--- config.mk ---
export PLATFORM = sky130hd
export DESIGN_NAME = serial_tx_piso
export DESIGN_NICKNAME = d
export VERILOG_FILES = /design/src/rtl/serial_tx_piso.sv
export SDC_FILE = /design/constraint.sdc
export NUM_CORES = 1
export LEC_CHECK = 0
export CAP_MARGIN = 0
export CORE_MARGIN = 4
export CORE_UTILIZATION = 45
export DETAILED_ROUTE_END_ITERATION = 8
export DONT_BUFFER_PORTS = 1
export HOLD_SLACK_MARGIN = 0.15
export PLACE_DENSITY_LB_ADDON = 0.1
export RECOVER_POWER = 25
export SYNTH_ARGS = -nofsm -noshare
export SYNTH_HDL_FRONTEND = slang
export SYNTH_SLANG_ARGS = --single-unit
--- constraint.sdc ---
create_clock -name clk -period 1.65 [get_ports clk]
set_clock_uncertainty 0.15 [all_clocks]
set_input_delay 0.495 -clock clk [delete_from_list [all_inputs] [get_ports clk]]
set_output_delay 0.495 -clock clk [all_outputs]
set_load 0.05 [all_outputs]
--- src/rtl/serial_tx_piso.sv ---
// Framed PISO serial transmitter: start bit, WIDTH data bits LSB first, stop bit.
// Define SERIAL_TX_PARITY_EN to insert an even-parity slot before the stop bit.
module serial_tx_piso #(
  parameter int WIDTH        = 8,
  parameter int CLKS_PER_BIT = 4
) (
  input  logic             clk,
  input  logic             res,
  input  logic [WIDTH-1:0] din,
  input  logic             load_valid,
  output logic             load_ready,
  output logic             sout,
  output logic             busy,
  output logic             done
);

  localparam int TICK_W = (CLKS_PER_BIT > 1) ? $clog2(CLKS_PER_BIT) : 1;
  localparam int BIT_W  = $clog2(WIDTH + 1);
  localparam logic [TICK_W-1:0] TICK_LAST = TICK_W'(CLKS_PER_BIT - 1);
  localparam logic [BIT_W-1:0]  BIT_LAST  = BIT_W'(WIDTH - 1);

`ifdef SERIAL_TX_PARITY_EN
  typedef enum logic [2:0] {IDLE, START, DATA, PARITY, STOP} state_t;
`else
  typedef enum logic [1:0] {IDLE, START, DATA, STOP} state_t;
`endif

  state_t             state_reg, state_next;
  logic [TICK_W-1:0]  tick_reg, tick_next;
  logic [BIT_W-1:0]   bit_reg, bit_next;
  logic [WIDTH-1:0]   shift_reg, shift_next;
  logic [WIDTH-1:0]   shift_dn;
  logic               sout_reg, sout_next;
  logic               busy_reg, busy_next;
  logic               done_reg, done_next;
  logic               ready_reg, ready_next;
  logic               tick_wrap;
`ifdef SERIAL_TX_PARITY_EN
  logic               parity_reg, parity_next;
`endif

  assign shift_dn  = shift_reg >> 1;
  assign tick_wrap = (tick_reg == TICK_LAST);

  always_ff @(posedge clk) begin
    if (!res) begin
      state_reg  <= IDLE;
      tick_reg   <= '0;
      bit_reg    <= '0;
      shift_reg  <= '0;
      sout_reg   <= 1'b1;
      busy_reg   <= 1'b0;
      done_reg   <= 1'b0;
      ready_reg  <= 1'b1;
`ifdef SERIAL_TX_PARITY_EN
      parity_reg <= 1'b0;
`endif
    end else begin
      state_reg  <= state_next;
      tick_reg   <= tick_next;
      bit_reg    <= bit_next;
      shift_reg  <= shift_next;
      sout_reg   <= sout_next;
      busy_reg   <= busy_next;
      done_reg   <= done_next;
      ready_reg  <= ready_next;
`ifdef SERIAL_TX_PARITY_EN
      parity_reg <= parity_next;
`endif
    end
  end

  // Outputs are computed as next-state values so every port is a flop.
  always_comb begin
    state_next  = state_reg;
    tick_next   = tick_reg;
    bit_next    = bit_reg;
    shift_next  = shift_reg;
    sout_next   = sout_reg;
    busy_next   = busy_reg;
    done_next   = 1'b0;
    ready_next  = ready_reg;
`ifdef SERIAL_TX_PARITY_EN
    parity_next = parity_reg;
`endif

    case (state_reg)
      IDLE: begin
        sout_next  = 1'b1;
        busy_next  = 1'b0;
        ready_next = 1'b1;
        if (load_valid) begin
          state_next  = START;
          shift_next  = din;
          tick_next   = '0;
          bit_next    = '0;
          sout_next   = 1'b0;
          busy_next   = 1'b1;
          ready_next  = 1'b0;
`ifdef SERIAL_TX_PARITY_EN
          parity_next = ^din;
`endif
        end
      end

      START: begin
        if (tick_wrap) begin
          state_next = DATA;
          tick_next  = '0;
          bit_next   = '0;
          sout_next  = shift_reg[0];
        end else begin
          tick_next  = tick_reg + TICK_W'(1);
        end
      end

      DATA: begin
        if (tick_wrap) begin
          tick_next = '0;
          if (bit_reg == BIT_LAST) begin
`ifdef SERIAL_TX_PARITY_EN
            state_next = PARITY;
            sout_next  = parity_reg;
`else
            state_next = STOP;
            sout_next  = 1'b1;
`endif
          end else begin
            bit_next   = bit_reg + BIT_W'(1);
            shift_next = shift_dn;
            sout_next  = shift_dn[0];
          end
        end else begin
          tick_next = tick_reg + TICK_W'(1);
        end
      end

`ifdef SERIAL_TX_PARITY_EN
      PARITY: begin
        if (tick_wrap) begin
          state_next = STOP;
          tick_next  = '0;
          sout_next  = 1'b1;
        end else begin
          tick_next  = tick_reg + TICK_W'(1);
        end
      end
`endif

      STOP: begin
        if (tick_wrap) begin
          // Landing in IDLE with ready set lets a word arrive in the done cycle.
          state_next = IDLE;
          tick_next  = '0;
          sout_next  = 1'b1;
          busy_next  = 1'b0;
          ready_next = 1'b1;
          done_next  = 1'b1;
        end else begin
          tick_next  = tick_reg + TICK_W'(1);
        end
      end

      default: begin
        state_next = IDLE;
        sout_next  = 1'b1;
        busy_next  = 1'b0;
        ready_next = 1'b1;
      end
    endcase
  end

  assign sout       = sout_reg;
  assign busy       = busy_reg;
  assign done       = done_reg;
  assign load_ready = ready_reg;

endmodule

==> results of run 1 <==
logic make-up after synthesis:
family / after synthesis / synth area share
AOI/OAI and AO/OA: 30 / 0.2199
adders and majority gates: 6 / 0.06873
buffers and inverters: 18 / 0.07788
DFF: 20 / 0.3665
muxes: 2 / 0.01833
and+or+nand+nor: 50 / 0.2486
area by class of cell:
type / instances / area [um2] / area share
Clock buffer: 3 / 22.52 / 0.01600
Inverter: 12 / 50.05 / 0.03556
Multi-Input combinational cell: 88 / 764.5 / 0.5431
Sequential cell: 20 / 410.4 / 0.2916
Tap cell: 28 / 35.03 / 0.02489
Timing Repair Buffer: 15 / 125.1 / 0.08889
cells in the mapped netlist (all sizes together):
| library cell | n | area [um2] |
|---|---|---|
| dfxtp | 20 | 400.4 |
| nor2 | 14 | 52.55 |
| a21oi | 12 | 60.06 |
| inv | 12 | 45.04 |
| nand2 | 12 | 45.04 |
| o221a | 8 | 90.08 |
| ha | 6 | 75.07 |
| buf | 5 | 36.28 |
| nand2b | 5 | 31.28 |
| nand3 | 3 | 27.53 |
| nor3 | 3 | 15.01 |
| o22ai | 3 | 18.77 |
| and3 | 2 | 12.51 |
| mux2i | 2 | 20.02 |
| nand3b | 2 | 15.01 |
| nand4 | 2 | 12.51 |
| nor2b | 2 | 15.02 |
| o21ai | 2 | 10.01 |
| a211oi | 1 | 20.02 |
| a221oi | 1 | 8.760 |
| a311oi | 1 | 15.01 |
| and2 | 1 | 6.260 |
| clkbuf | 1 | 3.750 |
| nand4b | 1 | 15.01 |
| o221ai | 1 | 8.760 |
| o32ai | 1 | 8.760 |
| or2 | 1 | 6.260 |
| or2b | 1 | 11.26 |
| or3 | 1 | 6.260 |
what timing repair did:
item	CTS	global route
setup buffers	2	1
hold buffers	1	1
gates resized for setup	4	26
endpoints found under the hold margin	2	3
endpoints found under the setup margin	4	17
pin swaps	3	10
worst max-delay path, delay by kind of cell (launching register included):
family / cells / cell delay, ns
fa+ha+maj: 1 / 0.17
mux: 1 / 0.21
flops: 1 / 0.40
simple gates: 2 / 0.30
compound gates: 1 / 0.30
buf+inv: 1 / 0.05
final timing paths:
kind / from / endpoint / slack [ns] / cells past startpoint
worst max-delay path: state_reg[0] / bit_reg[1] / 0.01 / 6
worst min-delay path: res / busy / 0.16 / 1
worst max register to register: state_reg[0] / bit_reg[1] / 0.01 / 6
worst min register to register: bit_reg[1] / bit_reg[1] / 0.34 / 2
power groups by stage:
stage	clock network (W)	logic, W	registers, W
2_1_floorplan	0	0.000966	0.000797
3_5_place_dp	0	0.00127	0.000792
6_report	0.000233	0.00162	0.000810
3_3_place_gp	0	0.00124	0.000786
4_1_cts	0.000239	0.00133	0.000782
5_1_grt	0.000261	0.00176	0.000822
stage by stage:
stage               instances  setup slack, ns  setup TNS, ns
finish                    166          0.01402              0
global route              166         -0.08620        -0.3083
CTS                       164         -0.01740       -0.03652
detailed placement        158         -0.04736       -0.06692
global placement          158         -0.01263       -0.01263
floorplan                 126         0.003356              0
layer usage:
metal	vias up	GRT usage
met5	-	0
met1	439	0.2011
met4	0	0.08940
li1	469	-
met2	17	0.2463
met3	4	0.02941
==> metrics.csv, run 1 <==
stage;metric;value;unit
status;outcome;completed;
power_and_ir_drop;pwr/cell area;1889;nW/um2
yosys;synth warn;0;
yosys;synthesized area;1092;um2
floorplan;Die W;57.27;um
floorplan;Starting Density;0.4845;
critical_path;Slowest Stage Delay on Critical Path;0.40;ns
clocking;clk slew on worst S/H paths;0.11;ns
routing;DRC;0;
cells_and_area;most frequent cells in the layout;16 x dfxtp_1, 12 x nand2_1, 12 x a21oi_1;
timing;Final Critical Period;1.636;ns
grt;vias in the first global route;882;
cells_and_area;synth-to-layout area growth;28.87;%
routing;Met1 Wirelength;1.146;mm
routing;Met2 Wirelength;1.232;mm
clocking;worst skew pair latency;0.30;ns
place;PortBufs;0;
yosys;#FFs+latches synth;20;
power_and_ir_drop;Worst VDD drop;0.001050;V
cells_and_area;share of cells above drive strength 1;0.3623;
grt;first-pass GRT wire length;3.988;mm
power_and_ir_drop;leak pwr;0.5602;nW
power_and_ir_drop;sw power;0.001122;W
cells_and_area;Finished Cell Area;1408;um2
cells_and_area;max reg flops;8;
floorplan;die area;3279;um2
timing;Peak Freq;0.6113;GHz
timing;Tcrit/Tclk final;0.9915;
cells_and_area;post-layout util;0.6243;
timing;# setup viols final;0;
yosys;Mapped Avg Cell Area;8.669;um2
critical_path;CP Launch Type;flop;
yosys;register area share after synthesis;0.3666;
routing;initial DRC count;19;
critical_path;critical path class;reg -> reg;
cells_and_area;Nets;157;
critical_path;slowest library cell on the worst path;dfxtp_4;
timing;Final Slew Violations;0;
routing;DR WL/cell;15.23;um
hold_path;Hold Path Class;in -> reg;
clocking;Max Root-Sink Buffers;2;
cells_and_area;# diodes;0;
cells_and_area;most common cell after layout, fill and taps aside;dfxtp_1;
critical_path;CP Data Arrival Time;1.73;ns
clocking;CTS buffer count;3;
timing;Worst-Margin Slew;0.5139;ns
yosys;Synth cell types;34;
clocking;TritonCTS Sinks;20;
routing;Via Count;929;
floorplan;Placeable Area;2255;um2
routing;WL final;2.529;mm
clocking;root buf cell;clkbuf_4;
power_and_ir_drop;Flop pwr share;0.305;
timing;Slew headroom;0.6569;
timing;RSZ-0062 raised after global routing;yes;
routing;Final ANT Viol Nets;0;
routing;Top Metal Used;met4;
routing;metal3 WL;97;um
routing;DR vias/cell;5.596;
clocking;H-tree depth;1;
timing;Hold Slack;0.1612;ns
critical_path;largest fanout on the critical path;6;
critical_path;WP data required;1.74;ns
job;max cap viols;0;
power_and_ir_drop;Logic pwr share;0.608;
critical_path;Crit. End Element;flop;
critical_path;worst-path cell chain;inv_4 -> ha_4 -> or2b_4 -> nand3_4 -> a211oi_4 -> mux2i_1;
grt;initial antenna violation count;0;
clocking;CTS tree;done;
place;Detailed Place HPWL;1.664;mm
power_and_ir_drop;internal cell power;0.001537;W
grt;gr usage total;0.1570;
grt;largest net degree at the start of global routing;21;
floorplan;I/O pin total;15;
grt;remaining global-route overflow;0;
place;DP Area;1200;um2
routing;drt first pass iters;4;
yosys;Mapped Nets;143;
floorplan;Core Rows;17;
cells_and_area;Filler Cell Count;195;
place;Placer Congestion;0.7740;
floorplan;die height;57.27;um
timing;Final Hold Viols;0;
power_and_ir_drop;Clock Power Share;0.088;
yosys;Post-Synthesis Cells;126;
power_and_ir_drop;switching fraction of total power;0.4220;
power_and_ir_drop;Pwr Total;0.002659;W
No activity file was read; power rests on OpenSTA's default activity.
==> run 2, diff against run 1 <==
Clock period 1.65 ns to 1.55 ns, I/O delays scaled along.
==> run 2 against run 1 <==
The run now ends with negative setup slack left. First-iteration DRC count decreased by 5.3%. Register-to-register slack got worse by 0.10 ns. Global-route usage increased by 1.7 points. Combinational power increased by 20%. Non-clock buffer count increased by 6. Via count increased by 5.4%. Sequential share of layout area decreased by 1.4 points. Cell count increased by 3.6%. Clock-buffer cell count unchanged. Critical endpoint unchanged. Largest cell class unchanged. Highest routed layer unchanged.
==> metrics.csv, run 2 (synthesis gave the netlist of run 1 again) <==
stage;metric;value;unit
timing;# setup viols final;12;
floorplan;Core Rows;17;
clocking;Max Root-Sink Buffers;2;
cells_and_area;Nets;163;
clocking;H-tree depth;1;
timing;RSZ-0062 raised after global routing;yes;
critical_path;WP data required;1.64;ns
critical_path;Crit. End Element;flop;
timing;Peak Freq;0.6111;GHz
critical_path;CP Data Arrival Time;1.72;ns
grt;largest net degree at the start of global routing;15;
power_and_ir_drop;pwr/cell area;2020;nW/um2
routing;Final ANT Viol Nets;0;
place;PortBufs;0;
clocking;worst skew pair latency;0.30;ns
grt;initial antenna violation count;0;
clocking;CTS buffer count;3;
cells_and_area;synth-to-layout area growth;35.74;%
routing;DRC;0;
cells_and_area;register area;411.6;um2
timing;Tcrit/Tclk final;1.056;
floorplan;Die W;57.27;um
clocking;TritonCTS Sinks;20;
cells_and_area;share of cells above drive strength 1;0.4306;
hold_path;Hold Path Class;in -> reg;
clocking;root buf cell;clkbuf_4;
timing;Final Hold Viols;0;
status;outcome;finished with violations;
routing;Via Count;979;
timing;Final WS setup;-0.08645;ns
routing;DR vias/cell;5.692;
clocking;CTS tree;done;
grt;vias in the first global route;976;
floorplan;Starting Density;0.4845;
timing;Hold Slack;0.1523;ns
cells_and_area;max reg flops;8;
power_and_ir_drop;leak pwr;0.6056;nW
power_and_ir_drop;Worst VDD drop;0.001236;V
floorplan;Placeable Area;2255;um2
floorplan;die height;57.27;um
cells_and_area;# diodes;0;
status;failing checks;negative setup slack;
routing;initial DRC count;18;
cells_and_area;most common cell after layout, fill and taps aside;buf_4;
cells_and_area;most frequent cells in the layout;17 x buf_4, 15 x dfxtp_1, 11 x nand2_1;
timing;Slew headroom;0.6387;
job;max cap viols;0;
routing;DR WL/cell;15.80;um
place;Detailed Place HPWL;1.705;mm
critical_path;critical path class;reg -> reg;
timing;Final Critical Period;1.636;ns
floorplan;I/O pin total;15;
grt;gr usage total;0.1744;
timing;Final Slew Violations;0;
cells_and_area;multi-input combinational cell area;789.5;um2
floorplan;die area;3279;um2
grt;remaining global-route overflow;0;
grt;first-pass GRT wire length;4.485;mm
critical_path;CP Launch Type;flop;
cells_and_area;Filler Cell Count;193;
routing;WL final;2.718;mm
place;Placer Congestion;0.7326;
critical_path;largest fanout on the critical path;7;
timing;Setup TNS;-0.4998;ns
timing;Worst-Margin Slew;0.5420;ns
clocking;clk slew on worst S/H paths;0.11;ns
routing;drt first pass iters;4;
==> run 2: stage by stage <==
stage / instances / total power [W] / setup slack [ns] / utilization / cell area [um2]
after floorplan: 126 / 0.001894 / -0.09664 / - / 1144
after global placement: 163 / 0.002201 / -0.04652 / 0.5522 / 1245
after detailed placement: 163 / 0.002227 / -0.08786 / 0.5522 / 1245
after CTS: 171 / 0.002858 / -0.07611 / 0.6304 / 1421
after global routing: 172 / 0.003207 / -0.1648 / 0.6576 / 1483
final: 172 / 0.002996 / -0.08645 / 0.6576 / 1483
==> run 2: worst paths after layout <==
path | from | to | slack, ns | depth (start not counted)
hold / removal | res | bit_reg[0] | 0.15 | 2
setup / recovery | state_reg[0] | bit_reg[1] | -0.09 | 6
setup reg to reg | state_reg[0] | bit_reg[1] | -0.09 | 6
hold reg to reg | bit_reg[0] | bit_reg[0] | 0.36 | 2
==> run 2: cell type report <==
| cell class | instances | share of cell area |
|---|---|---|
| Multi-Input combinational cell | 88 | 0.5325 |
| Sequential cell | 20 | 0.2776 |
| Timing Repair Buffer | 21 | 0.1173 |
| Inverter | 12 | 0.03376 |
| Tap cell | 28 | 0.02363 |
| Clock buffer | 3 | 0.01519 |
==> run 2: what timing repair did <==
action | 4_1_cts | 5_1_grt
hold endpoints to repair | 13 | 0
gates resized for setup | 26 | 13
pin swaps | 6 | 5
setup endpoints to repair | 15 | 17
setup buffers | 4 | 1
hold buffers | 1 | 0
==> run 2: layer usage <==
layer	GRT usage	wire, um	up-vias
met5	0	0	-
met4	0.08609	78	0
met3	0.03394	90	7
met2	0.2871	1390	20
met1	0.2166	1158	473
li1	-	-	479
==> run 2: worst max-delay path: stages, from the launching register on <==
cell and delay, ns:
dfxtp_4 0.38, inv_4 0.05, ha_4 0.18, or2b_4 0.21, nand3_4 0.10, a211oi_4 0.28, mux2i_1 0.22
==> run 2: power by group <==
| part | leakage [nW] | switching [W] | internal (W) |
|---|---|---|---|
| clock network | 0.0138 | 0.000160 | 0.0000907 |
| logic | 0.425 | 0.000993 | 0.000962 |
| registers | 0.167 | 0.000114 | 0.000675 |
==> run 3, diff against run 2 <==
--- a/config.mk
+++ b/config.mk
@@ -7,7 +7,6 @@
 export LEC_CHECK = 0
+export BUFFER_PORTS_ARGS = -buffer_cell sky130_fd_sc_hd__clkbuf_2
 export CAP_MARGIN = 0
-export CORE_MARGIN = 4
 export CORE_UTILIZATION = 45
 export DETAILED_ROUTE_END_ITERATION = 8
-export DONT_BUFFER_PORTS = 1
 export HOLD_SLACK_MARGIN = 0.15
--- a/constraint.sdc
+++ b/constraint.sdc
@@ -4,2 +4,2 @@
 set_output_delay 0.465 -clock clk [all_outputs]
-set_load 0.05 [all_outputs]
+set_load 0.005 [all_outputs]
==> run 3 against run 2 <==
First-iteration DRC count shrank 67%. Setup slack gained 0.0031 ns. The run still ends with negative setup slack left. Hold slack gained 0.087 ns. Via count shrank 1.2%. Largest power group unchanged. Clock power grew 24%. Fmax grew 0.19%.
==> metrics.csv, run 3 (synthesis gave the netlist of run 1 again) <==
stage;metric;value;unit
status;outcome;finished with violations;
status;failing checks;negative setup slack;
timing;Final WS setup;-0.08336;ns
routing;WL final;2.493;mm
place;Detailed Place HPWL;1.766;mm
critical_path;WP data required;1.60;ns
critical_path;CP Data Arrival Time;1.68;ns
clocking;clk slew on worst S/H paths;0.12;ns
grt;largest net degree at the start of global routing;21;
power_and_ir_drop;leak pwr;0.6175;nW
place;Place WS;-0.1043;ns
cells_and_area;most frequent cells in the layout;16 x dfxtp_1, 16 x buf_4, 14 x clkbuf_2;
timing;# setup viols final;13;
job;max cap viols;0;
routing;Final ANT Viol Nets;0;
critical_path;slowest library cell on the worst path;dfxtp_4;
critical_path;Reg2Reg Setup Slack;-0.08;ns
clocking;# hold bufs at CTS;0;
clocking;worst skew pair latency;0.30;ns
critical_path;largest fanout on the critical path;7;
grt;gr usage total;0.2094;
critical_path;CP Launch Type;flop;
power_and_ir_drop;Worst VDD drop;0.0009405;V
cells_and_area;post-route insts no fill;183;
place;PortBufs;14;
clocking;H-tree depth;1;
routing;DR vias/cell;5.284;
cells_and_area;Nets;173;
cells_and_area;Finished Cell Area;1426;um2
cells_and_area;synth-to-layout area growth;30.58;%
place;Placer Congestion;0.7523;
clocking;TritonCTS Sinks;20;
timing;Slew headroom;0.8015;
floorplan;Starting Density;0.4845;
timing;Peak Freq;0.6122;GHz
timing;RSZ-0062 raised after global routing;yes;
grt;first-pass GRT wire length;4.167;mm
cells_and_area;# diodes;0;
floorplan;Core Rows;17;
critical_path;worst path bufs/invs;2;
clocking;CTS buffer count;3;
grt;initial antenna violation count;0;
cells_and_area;max reg flops;8;
timing;Final Hold Viols;0;
hold_path;Hold Path Class;in -> reg;
routing;initial DRC count;6;
critical_path;Crit. End Element;flop;
power_and_ir_drop;pwr/cell area;1898;nW/um2
floorplan;Die W;51.27;um
critical_path;worst-path cell chain;inv_4 -> ha_4 -> or2b_4 -> nand3_4 -> buf_4 -> o221a_2;
clocking;root buf cell;clkbuf_4;
timing;Tcrit/Tclk final;1.054;
routing;Via Count;967;
timing;Worst-Margin Slew;0.2968;ns
clocking;Max Root-Sink Buffers;2;
routing;drt first pass iters;4;
grt;remaining global-route overflow;0;
floorplan;Placeable Area;2255;um2
critical_path;Largest delay share family, worst path;flip-flops;
critical_path;Slowest Stage Delay on Critical Path;0.39;ns
grt;vias in the first global route;951;
cells_and_area;share of cells above drive strength 1;0.4387;
timing;Final Critical Period;1.633;ns
place;DP Area;1323;um2
critical_path;critical path class;reg -> reg;
floorplan;I/O pin total;15;
routing;DR WL/cell;13.62;um
timing;Final Slew Violations;0;
routing;DRC;0;
floorplan;die height;51.27;um
place;Placed Instances;178;
floorplan;die area;2628;um2
clocking;CTS tree;done;
[run 3: final timing paths]
check | endpoint | cells after the start | startpoint
min reg2reg | bit_reg[1] | 2 | bit_reg[1]
max reg2reg | shift_reg[6] | 6 | state_reg[0]
min | shift_reg[7] | 3 | din[7]
max | shift_reg[6] | 6 | state_reg[0]
[run 3: repair_timing]
action	in CTS	in global routing
endpoints found under the setup margin	15	17
gates resized for setup	6	13
setup buffers	1	0
hold endpoints to repair	0	0
pin swaps	3	3
[run 3: worst min-delay path, delay by kind of cell]
kind	cells	cell delay, ns
AOI/OAI and AO/OA	1	0.06
buffers and inverters	1	0.08
and+or+nand+nor	1	0.05
[run 3: metal layers]
| metal | up-vias | wire, um | global-route usage | share of wire |
|---|---|---|---|---|
| li1 | 500 | - | - | - |
| met1 | 454 | 1235 | 0.2604 | 0.50 |
| met2 | 9 | 1185 | 0.3706 | 0.48 |
| met3 | 4 | 47 | 0.02976 | 0.019 |
| met4 | 0 | 25 | 0.06306 | 0.010 |
| met5 | - | 0 | 0 | 0 |
[run 3: layout make-up]
| class | count | area, um2 |
|---|---|---|
| clock buffers | 4 | 36.28 |
| flip-flops and latches | 20 | 410.4 |
| multi-input cells | 88 | 703.2 |
| inverters | 12 | 47.55 |
| fillers | 194 | 828.3 |
| repair buffers | 31 | 193.9 |
| well taps | 28 | 35.03 |
[run 3: metrics by stage]
step	utilization	power (W)	hold slack [ns]	setup TNS [ns]
6_report	0.6326	0.002708	0.2396	-0.5672
2_1_floorplan	-	0.001808	0.3017	-0.6555
3_5_place_dp	0.5866	0.002203	0.3296	-0.8145
4_1_cts	0.6149	0.002589	0.2344	-1.049
5_1_grt	0.6326	0.002918	0.2462	-1.400
3_3_place_gp	0.5866	0.002163	0.3151	-0.4910
[run 3: power by group]
group          total (W)  internal (W)  switching, W
Clock           0.000310      0.000143      0.000167
Combinational    0.00162      0.000811      0.000807
Sequential      0.000780      0.000675      0.000105
